**config.mk**
```make
export PLATFORM = sky130hd
export DESIGN_NAME = lsu_load_align
export DESIGN_NICKNAME = d
export VERILOG_FILES = /design/src/rtl/lsu_load_align.sv
export SDC_FILE = /design/constraint.sdc
export NUM_CORES = 1
export LEC_CHECK = 0
export CORE_ASPECT_RATIO = 2
export CORE_MARGIN = 2
export CORE_UTILIZATION = 33
export DETAILED_ROUTE_END_ITERATION = 7
export SLEW_MARGIN = 40
export SYNTH_ARGS = -nofsm -noshare
export SYNTH_HDL_FRONTEND = slang
export SYNTH_SLANG_ARGS = --single-unit
```
**constraint.sdc**
```tcl
create_clock -name i_clk -period 4.6 [get_ports i_clk]
set_input_delay 0.69 -clock i_clk [delete_from_list [all_inputs] [get_ports i_clk]]
set_output_delay 0.69 -clock i_clk [all_outputs]
set_load 0.03 [all_outputs]
```
**src/rtl/lsu_load_align.sv**
```systemverilog
// Load-data path between the LSU and data memory.
// Accepts a load request (byte address + load type), issues one or two
// word-aligned reads over a valid/ready handshake, stitches the returned
// words, shifts by the byte offset and sign/zero-extends to DATA_W.
// Ports:
//   i_clk, i_reset            clock, asynchronous active-high reset
//   i_req_valid/o_req_ready   load request handshake (ready only in IDLE)
//   i_req_addr, i_req_sl_sel  byte address, load type (lb/lh/lw/lbu/lhu/lwu/ld)
//   o_mem_req/i_mem_ready     memory read handshake, o_mem_addr word-aligned
//   i_mem_rvalid, i_mem_rdata read return
//   o_rsp_valid/i_rsp_ready   result handshake, o_rsp_data / o_rsp_err
module lsu_load_align #(
  parameter int unsigned DATA_W   = 32,
  parameter int unsigned ADDR_W   = 32,
  parameter int unsigned SPLIT_EN = 1
) (
  input  logic              i_clk,
  input  logic              i_reset,
  input  logic              i_req_valid,
  output logic              o_req_ready,
  input  logic [ADDR_W-1:0] i_req_addr,
  input  logic [2:0]        i_req_sl_sel,
  output logic              o_mem_req,
  input  logic              i_mem_ready,
  output logic [ADDR_W-1:0] o_mem_addr,
  input  logic              i_mem_rvalid,
  input  logic [DATA_W-1:0] i_mem_rdata,
  output logic              o_rsp_valid,
  input  logic              i_rsp_ready,
  output logic [DATA_W-1:0] o_rsp_data,
  output logic              o_rsp_err
);

  localparam int unsigned NB    = DATA_W / 8;
  localparam int unsigned OFF_W = $clog2(NB);
  localparam int unsigned SH_W  = OFF_W + 3;

  typedef enum logic [2:0] {
    IDLE  = 3'd0,
    REQ0  = 3'd1,
    WAIT0 = 3'd2,
    REQ1  = 3'd3,
    WAIT1 = 3'd4,
    DONE  = 3'd5
  } state_t;

  state_t state, state_d;

  logic [ADDR_W-1:0] addr_q, addr_d;
  logic [2:0]        sel_q, sel_d;
  logic [DATA_W-1:0] word0_q, word0_d, word1_q, word1_d;

  logic [2:0]        cur_sel;
  logic [OFF_W-1:0]  cur_off;
  logic [3:0]        cur_size;
  logic              cur_signed, cur_illegal, cur_misal;

  logic [SH_W-1:0]   byte_sh;
  logic [3:0]        eff_size;
  logic [7:0]        pad;
  logic [DATA_W-1:0] raw, left, ext;
  logic signed [DATA_W-1:0] left_s;
  logic [ADDR_W-1:0] base_addr;

  logic              req_ready_d, mem_req_d, rsp_valid_d, rsp_err_d;
  logic [ADDR_W-1:0] mem_addr_d;
  logic [DATA_W-1:0] rsp_data_d;

  // Decode of the active request: live inputs while idle, latched copy afterwards
  always_comb begin
    cur_sel     = (state == IDLE) ? i_req_sl_sel : sel_q;
    cur_off     = (state == IDLE) ? i_req_addr[OFF_W-1:0] : addr_q[OFF_W-1:0];
    cur_size    = 4'd1;
    cur_signed  = 1'b0;
    cur_illegal = 1'b0;
    case (cur_sel)
      3'b000: begin cur_size = 4'd1; cur_signed = 1'b1; end
      3'b001: begin cur_size = 4'd2; cur_signed = 1'b1; end
      3'b010: begin cur_size = 4'd4; cur_signed = 1'b1; end
      3'b011: cur_size = 4'd1;
      3'b100: cur_size = 4'd2;
      // lwu on a 32-bit datapath fills the whole word, so it matches lw
      3'b101: cur_size = 4'd4;
      3'b110: begin cur_size = 4'd8; cur_illegal = (DATA_W == 32); end
      default: cur_illegal = 1'b1;
    endcase
    cur_misal = (4'(cur_off) + cur_size) > 4'(NB);
  end

  // State register
  always_ff @(posedge i_clk or posedge i_reset) begin
    if (i_reset) state <= IDLE;
    else         state <= state_d;
  end

  // Next-state logic
  always_comb begin
    state_d = state;
    case (state)
      IDLE: begin
        if (i_req_valid) begin
          if (cur_illegal || (cur_misal && (SPLIT_EN == 0))) state_d = DONE;
          else                                               state_d = REQ0;
        end
      end
      REQ0:  if (i_mem_ready)  state_d = WAIT0;
      WAIT0: if (i_mem_rvalid) state_d = cur_misal ? REQ1 : DONE;
      REQ1:  if (i_mem_ready)  state_d = WAIT1;
      WAIT1: if (i_mem_rvalid) state_d = DONE;
      DONE:  if (i_rsp_ready)  state_d = IDLE;
      default: state_d = IDLE;
    endcase
  end

  // Request latch and returned-word capture; word1 stays 0 for unsplit loads
  always_comb begin
    addr_d  = addr_q;
    sel_d   = sel_q;
    word0_d = word0_q;
    word1_d = word1_q;
    if (state == IDLE && i_req_valid) begin
      addr_d  = i_req_addr;
      sel_d   = i_req_sl_sel;
      word0_d = '0;
      word1_d = '0;
    end
    if (state == WAIT0 && i_mem_rvalid) word0_d = i_mem_rdata;
    if (state == WAIT1 && i_mem_rvalid) word1_d = i_mem_rdata;
  end

  always_ff @(posedge i_clk or posedge i_reset) begin
    if (i_reset) begin
      addr_q  <= '0;
      sel_q   <= '0;
      word0_q <= '0;
      word1_q <= '0;
    end else begin
      addr_q  <= addr_d;
      sel_q   <= sel_d;
      word0_q <= word0_d;
      word1_q <= word1_d;
    end
  end

  // Assembly: shift the word pair down by the offset, then truncate/extend by
  // pushing the wanted bytes to the top and shifting back (arith for signed)
  always_comb begin
    byte_sh  = {cur_off, 3'b000};
    raw      = DATA_W'({word1_d, word0_d} >> byte_sh);
    eff_size = (cur_size > 4'(NB)) ? 4'(NB) : cur_size;
    pad      = 8'(DATA_W) - {1'b0, eff_size, 3'b000};
    left     = raw << pad;
    left_s   = left;
    ext      = cur_signed ? DATA_W'(left_s >>> pad) : (left >> pad);
  end

  assign base_addr = {addr_d[ADDR_W-1:OFF_W], OFF_W'(0)};

  // Output decode from the next state so every output comes straight off a flop
  always_comb begin
    req_ready_d = 1'b0;
    mem_req_d   = 1'b0;
    mem_addr_d  = '0;
    rsp_valid_d = 1'b0;
    rsp_data_d  = '0;
    rsp_err_d   = 1'b0;
    case (state_d)
      IDLE: req_ready_d = 1'b1;
      REQ0: begin
        mem_req_d  = 1'b1;
        mem_addr_d = base_addr;
      end
      REQ1: begin
        mem_req_d  = 1'b1;
        mem_addr_d = base_addr + ADDR_W'(NB);
      end
      DONE: begin
        rsp_valid_d = 1'b1;
        if (state == DONE) begin
          rsp_data_d = o_rsp_data;
          rsp_err_d  = o_rsp_err;
        end else if (state == IDLE) begin
          rsp_err_d  = 1'b1;
        end else begin
          rsp_data_d = ext;
        end
      end
      default: ;
    endcase
  end

  // Output registers
  always_ff @(posedge i_clk or posedge i_reset) begin
    if (i_reset) begin
      o_req_ready <= 1'b1;
      o_mem_req   <= 1'b0;
      o_mem_addr  <= '0;
      o_rsp_valid <= 1'b0;
      o_rsp_data  <= '0;
      o_rsp_err   <= 1'b0;
    end else begin
      o_req_ready <= req_ready_d;
      o_mem_req   <= mem_req_d;
      o_mem_addr  <= mem_addr_d;
      o_rsp_valid <= rsp_valid_d;
      o_rsp_data  <= rsp_data_d;
      o_rsp_err   <= rsp_err_d;
    end
  end

endmodule

```
# [Yosys cells after proc, flatten, opt, wreduce, memory -nomap -nowiden]
# Index checks and enable logic that the tools add are counted.
[classes] addsub=3 mul=0 div_mod_pow=0 order_cmp=2 n_eq_ne=15 shift=4 mux=30 n_bitwise=0 reduce_logical=11
[op_table] cell="$mux 32" n=9
[op_table] cell="$pmux 32 s2" n=1
[op_table] cell="$shr 64x5->32" n=1
[op_table] cell="$add 32x3->32 const B" n=1
[op_table] cell="$shl 32x8->32" n=1
[op_table] cell="$shr 32x8->32" n=1
[op_table] cell="$sshr 32x8->32" n=1
[op_table] cell="$mux 3" n=9
[op_table] cell="$eq 3x3->1 const B" n=6
[op_table] cell="$pmux 3 s6" n=1
[op_table] cell="$eq 3x2->1 const B" n=5
[op_table] cell="$pmux 4 s3" n=1
[op_table] cell="$eq 3x1->1 const B" n=3
[op_table] cell="$logic_not 3->1" n=3
[op_table] cell="$gt 4x3->1 const B" n=2
[op_table] cell="$sub 6x7->8 const A" n=1
[op_table] cell="$mux 1" n=7
[op_table] cell="$reduce_or 2->1" n=3
[op_table] cell="$reduce_or 6->1" n=1
[op_table] cell="$add 2x4->4" n=1
[op_table] cell="$mux 4" n=1
[op_table] cell="$logic_and 1x1->1" n=3
[op_table] cell="$reduce_or 3->1" n=1
[op_table] cell="$mux 2" n=1
[op_table] cell="$ne 2x2->1 const B" n=1
[word_totals] reg_bits=170 latchBits=0 mem_bits_rw=0 rom_bits=0 in_bits=73 out_inout_bits=68 word_cells=77 n_memories=0

# [Depth between registers and ports, before layout]
[depth] word_depth=14 depth_mapped=17

# [Least setup slack after synthesis]
# No wires, ideal clock.
[synth_path] path_kind="register to register" from="register state[2]" to="register o_rsp_data[15]" setup_time_ns=0.069 t_arrival_ns=3.949 path_slack_ns=0.582 path_stages_with_launch=15 cell_sequence="dfrtp_1 buf_2 nor3_4 mux2i_1 mux2i_1 ha_1 fa_1 nor2_1 o21ai_0 o211ai_1 nand3_1 a21oi_1 and2_1 buf_2 a32o_1"
[synth_between] elab_chain_len=14 elab_cells_between_ends=52 classes_between="2 x add/sub; 2 x order compare; 13 x eq/ne; 4 x shift; 22 x mux; 9 x reduce/logical"
[synth_rtl] item="from (decl)" line_no="47" source="state_t state, state_d;"
[synth_rtl] item="from (signal assigned)" line_no="93" source="else state <= state_d;"
[synth_rtl] item="$logic_not 3->1"
[synth_rtl] item="$mux 3" line_no="71" source="cur_sel = (state == IDLE) ? i_req_sl_sel : sel_q;"
[synth_rtl] item="$eq 3x3->1 (tied with other cells)" line_no="76" source="case (cur_sel)"
[synth_rtl] item="$reduce_or 2->1 (no source line)"
[synth_rtl] item="$pmux 4 s3" line_no="76"
[synth_rtl] item="$gt 4x3->1" line_no="150" source="eff_size = (cur_size > 4'(NB)) ? 4'(NB) : cur_size;"
[synth_rtl] item="$mux 4" line_no="150"
[synth_rtl] item="$sub 6x7->8" line_no="151" source="pad = 8'(DATA_W) - {1'b0, eff_size, 3'b000};"
[synth_rtl] item="$shl 32x8->32" line_no="152" source="left = raw << pad;"
[synth_rtl] item="$shr 32x8->32 / $sshr 32x8->32 (equally long branches)" line_no="154" source="ext = cur_signed ? DATA_W'(left_s >>> pad) : (left >> pad);"
[synth_rtl] item="$mux 32" line_no="154"
[synth_rtl] item="$mux 32" line_no="182" source="end else if (state == IDLE) begin"
[synth_rtl] item="$mux 32" line_no="179" source="if (state == DONE) begin"
[synth_rtl] item="$mux 32" line_no="167" source="case (state_d)"
[synth_rtl] item="to (signal assigned)" line_no="206" source="o_rsp_data <= rsp_data_d;"
[synth_rtl] item="to (decl)" line_no="30" source="output logic [DATA_W-1:0] o_rsp_data,"
# Parallel ways exist; a longest one is shown, timed or not. The select of a mux whose other input is x is not followed.
# A chain may end at the register's enable or synchronous reset.

# [Final worst setup path]
[layout_path] from="register state[2]" to="register o_mem_addr[21]"
[layout_between] elab_chain_len=12 elab_cells_between_ends=36 classes_between="2 x add/sub; 1 x order compare; 13 x eq/ne; 14 x mux; 6 x reduce/logical"
[layout_rtl] item="$logic_not 3->1"
[layout_rtl] item="$mux 3" line_no="71"
[layout_rtl] item="$eq 3x3->1 (tied with other cells)" line_no="76"
[layout_rtl] item="$reduce_or 2->1 (no source line)"
[layout_rtl] item="$pmux 4 s3" line_no="76"
[layout_rtl] item="$add 2x4->4" line_no="87" source="cur_misal = (4'(cur_off) + cur_size) > 4'(NB);"
[layout_rtl] item="$gt 4x3->1" line_no="87"
[layout_rtl] item="$mux 3 (2 in series)" line_no="107" source="WAIT0: if (i_mem_rvalid) state_d = cur_misal ? REQ1 : DONE;"
[layout_rtl] item="$pmux 3 s6" line_no="99" source="case (state)"
[layout_rtl] item="$eq 3x2->1 / $eq 3x1->1 (equally long branches)" line_no="167"
[layout_rtl] item="$pmux 32 s2 (*)" line_no="167"
[layout_rtl] item="via mem_addr_d[21]" line_no="66" source="logic [ADDR_W-1:0] mem_addr_d;"
[layout_rtl] item="to (signal assigned)" line_no="204" source="o_mem_addr <= mem_addr_d;"
[layout_rtl] item="to (decl)" line_no="25" source="output logic [ADDR_W-1:0] o_mem_addr,"
# Mark *: on every way through the listed nets, which the timed path passes. The rest lies on a longest branch.

==> qor.yml <==
run_status:
  status: "complete, no violations"
floorplanning:
  die_area_um2: 25920
  die_x_um: 114.8
  start_util_pct: 33.34
  rows: 81
  core_area_um2: 24320
  ios: 141
  dieHeight_um: 225.7
worst_setup_path:
  worstPathArrival_ps: 4480
  crit_start: "state[2]"
  r2r_setup_slack_ps: 470
  end_kind: "flip-flop"
  crit_type: "reg2reg"
  critical_path_required_ps: 4950
  crit_fanout: 12
  r2r-start: "state[2]"
  startpoint_type: "flip-flop"
timing:
  hold_viol: 0
  finalSetupTns_ps: 0
  rsz0062_at_grt: "no"
  drv_slew: 0
  relSlewSlack_pct: 47.46
  min_period_ps: 4132
  skew_ps: 11.20
  fin_crit_sh_pct: 89.82
  setup_violations: 0
  worst_pin_slew_ps: 782.2
  max_freq_ghz: 0.2420
  fin_ws_ps: 468.2
power:
  ir_worst_vdd_uv: 341.8
  pwr-share-seq_pct: 29.0
  clkPwrFrac_pct: 19.8
  power_uw: 7280
  p_int_uw: 4173
  combinationalPowerShare_pct: 51.2
  netSwitchingPower_uw: 3107
  swShare_pct: 42.68
  power_leakage_uw: 0.004638
  power.density_nw_per_um2: 693.4
clock_network:
  clk_latency_ps: 430
  cts_root_buf: "clkbuf_16"
  hold_buffers: 0
  cts_tree: "built"
  cts.reportedPaths.clkPinSlew_ps: 60
  clockBufferDepth: 2
  ctsResizeCount: 0
  cts_buffers: 17
  post_cts_buffers: 0
  clock-sinks: 160
  cts_htree_levels: 4
synth:
  synthArstFlopShare_pct: 100.0
  synthesis.area_um2: 8109
  synth_edf_count: 0
  synth_top_family_by_area: "compound AO/OA/AOI/OAI gates"
  synth_compound_area_share_pct: 17.70
  synthSimpleGateAreaFrac_pct: 14.26
  synth.avg_cell_area_um2: 10.46
  ys_types: 72
  yosysWarnings: 0
  ys_seq_elements: 160
  synth-seq-area-share_pct: 49.39
  synthAdderAreaFrac_pct: 0.8641
  syn_inst: 775
  synth-xor-area-share_pct: 1.836
  muxShareOfSynthArea_pct: 11.17
  synthFlopType: "dfrtp_1"
global_route:
  antenna_found_initial: 0
  grt_pass1_vias: 6704
  track_usage_pct: 20.22
  grt_overflow: 0
  grt_start_max_net_pins: 99
  grt_pass1_wl_um: 38840
worst_hold_path:
  min-delay-start: "o_rsp_data[17]"
  hold_class: "reg2reg"
place:
  hpwl_um: 18900
  place_congestion: 0.8570
  dpl.cell_count: 1177
  post-place-ws_ps: 311.0
  numPortBuffers: 138
drt:
  ant_nets: 0
  drt_pass1_iterations: 4
  via_per_inst: 5.376
  detail_route.iter0.violations: 353
  drt-total-wl_um: 25440
  vias: 6499
  routedWlPerCell_um: 21.04
  drc_errors: 0
final_layout:
  area_delta_synth_final_pct: 29.47
  nFillCells: 2331
  final_common_cell: "dfrtp_1"
  layout.cells.non_filler: 1209
  drive_above_1_share_pct: 10.88
  diodes: 0
  finish.utilization_pct: 43.16
  nets: 984
  layout_common_cells: "dfrtp_1 (159), clkdlybuf4s50_1 (138), nand2_1 (104)"
run:
  max-cap-violations: 0
[synth_stat cells (3+ instances only)]
| library cell | count | area share [%] |
|---|---|---|
| a211oi_1 | 22 | 2.0 |
| a21o_1 | 6 | 0.56 |
| a21oi_1 | 16 | 0.99 |
| a221oi_1 | 7 | 0.76 |
| a22o_1 | 49 | 5.3 |
| a22oi_1 | 12 | 1.1 |
| a31o_2 | 3 | 0.32 |
| a31oi_1 | 6 | 0.46 |
| a32o_1 | 10 | 1.2 |
| and2_1 | 9 | 0.69 |
| and3_1 | 5 | 0.39 |
| buf_1 | 4 | 0.19 |
| buf_2 | 19 | 1.2 |
| buf_4 | 5 | 0.46 |
| clkbuf_1 | 27 | 1.2 |
| dfrtp_1 | 159 | 49 |
| ha_1 | 4 | 0.62 |
| inv_1 | 26 | 1.2 |
| inv_2 | 3 | 0.14 |
| mux2_2 | 12 | 1.7 |
| mux2i_1 | 71 | 8.8 |
| nand2_1 | 104 | 4.8 |
| nand2b_1 | 5 | 0.39 |
| nand3_1 | 17 | 1.0 |
| nand4_1 | 11 | 0.85 |
| nor2_1 | 26 | 1.2 |
| nor3_1 | 15 | 0.93 |
| nor3b_1 | 3 | 0.28 |
| nor4_1 | 4 | 0.31 |
| o211ai_1 | 6 | 0.56 |
| o21a_1 | 3 | 0.28 |
| o21ai_0 | 9 | 0.56 |
| o21ai_1 | 22 | 1.4 |
| o22ai_1 | 5 | 0.39 |
| o31a_1 | 4 | 0.43 |
| or2_2 | 4 | 0.31 |
| xnor2_1 | 5 | 0.54 |
| xor2_1 | 12 | 1.3 |
[metrics by stage]
stage	hold WS, ps	instance area, um2
3_3_place_gp	461.8	9881
5_1_grt	504.6	10500
6_report	481.7	10500
4_1_cts	480.4	10500
2_1_floorplan	440.7	8120
3_5_place_dp	462.5	9911
[sequential cells by signal, indices dropped and copies added, names as in the netlist]
signal / cells
o_rsp_data: 32
o_mem_addr: 30
state: 3
o_mem_req: 1
o_req_ready: 1
addr_q: 32
o_rsp_valid: 1
word1_q: 24
o_rsp_err: 1
word0_q: 32
sel_q: 3
[logic make-up after synthesis]
| family | Yosys count |
|---|---|
| and+or+nand+nor | 227 |
| AOI/OAI and AO/OA | 192 |
| DFF | 160 |
| muxes | 86 |
| buffers and inverters | 86 |
| xor gates and xnor gates | 17 |
| adders and majority gates | 5 |
| other | 2 |
[layer usage]
metal / wire [um] / part of all wire, % / global-route usage (%) / vias to the layer above
met5: 0 / 0 / 0 / -
met4: 1345 / 5.3 / 11.62 / 0
met3: 793 / 3.1 / 3.516 / 48
met2: 14350 / 56 / 38.63 / 158
met1: 8950 / 35 / 19.77 / 3213
li1: - / - / - / 3080
[power by group through the flow]
stage	Clock, uW	Sequential (uW)	Combinational, uW
after floorplan	0	2260	2320
after global placement	0	2140	3690
after detailed placement	0	2140	3720
after CTS	1470	2120	3740
after global routing	1530	2170	4000
final	1440	2110	3730
[cell type report]
type	count	area, um2	area share, %
well taps	290	362.8	3.456
flip-flops and latches	160	4005	38.15
inverters	29	112.6	1.073
clock buffers	22	454.2	4.326
clock inverters	10	133.9	1.275
repair buffers	167	1644	15.66
multi-input cells	531	3786	36.06
[final timing paths]
kind / to / cells past startpoint
max: o_mem_addr[21] / 12
min: o_rsp_data[17] / 2
max reg2reg: o_mem_addr[21] / 12
min reg2reg: o_rsp_data[17] / 2
max in group asynchronous: o_rsp_data[27] / 4
min in group asynchronous: word0_q[20] / 3
[worst max-delay path, cell delays in order, from the launching register on]
cell      delay [ps]
dfrtp_1          550
or3_1            590
mux2i_1          270
mux2i_1          150
ha_1             260
fa_1             510
nor2_1            50
o21ai_0          140
o211ai_1         160
a311oi_4         500
nand3_2          320
o31a_1           370
nor3_1           160
Power figures use the tool's default switching activity.
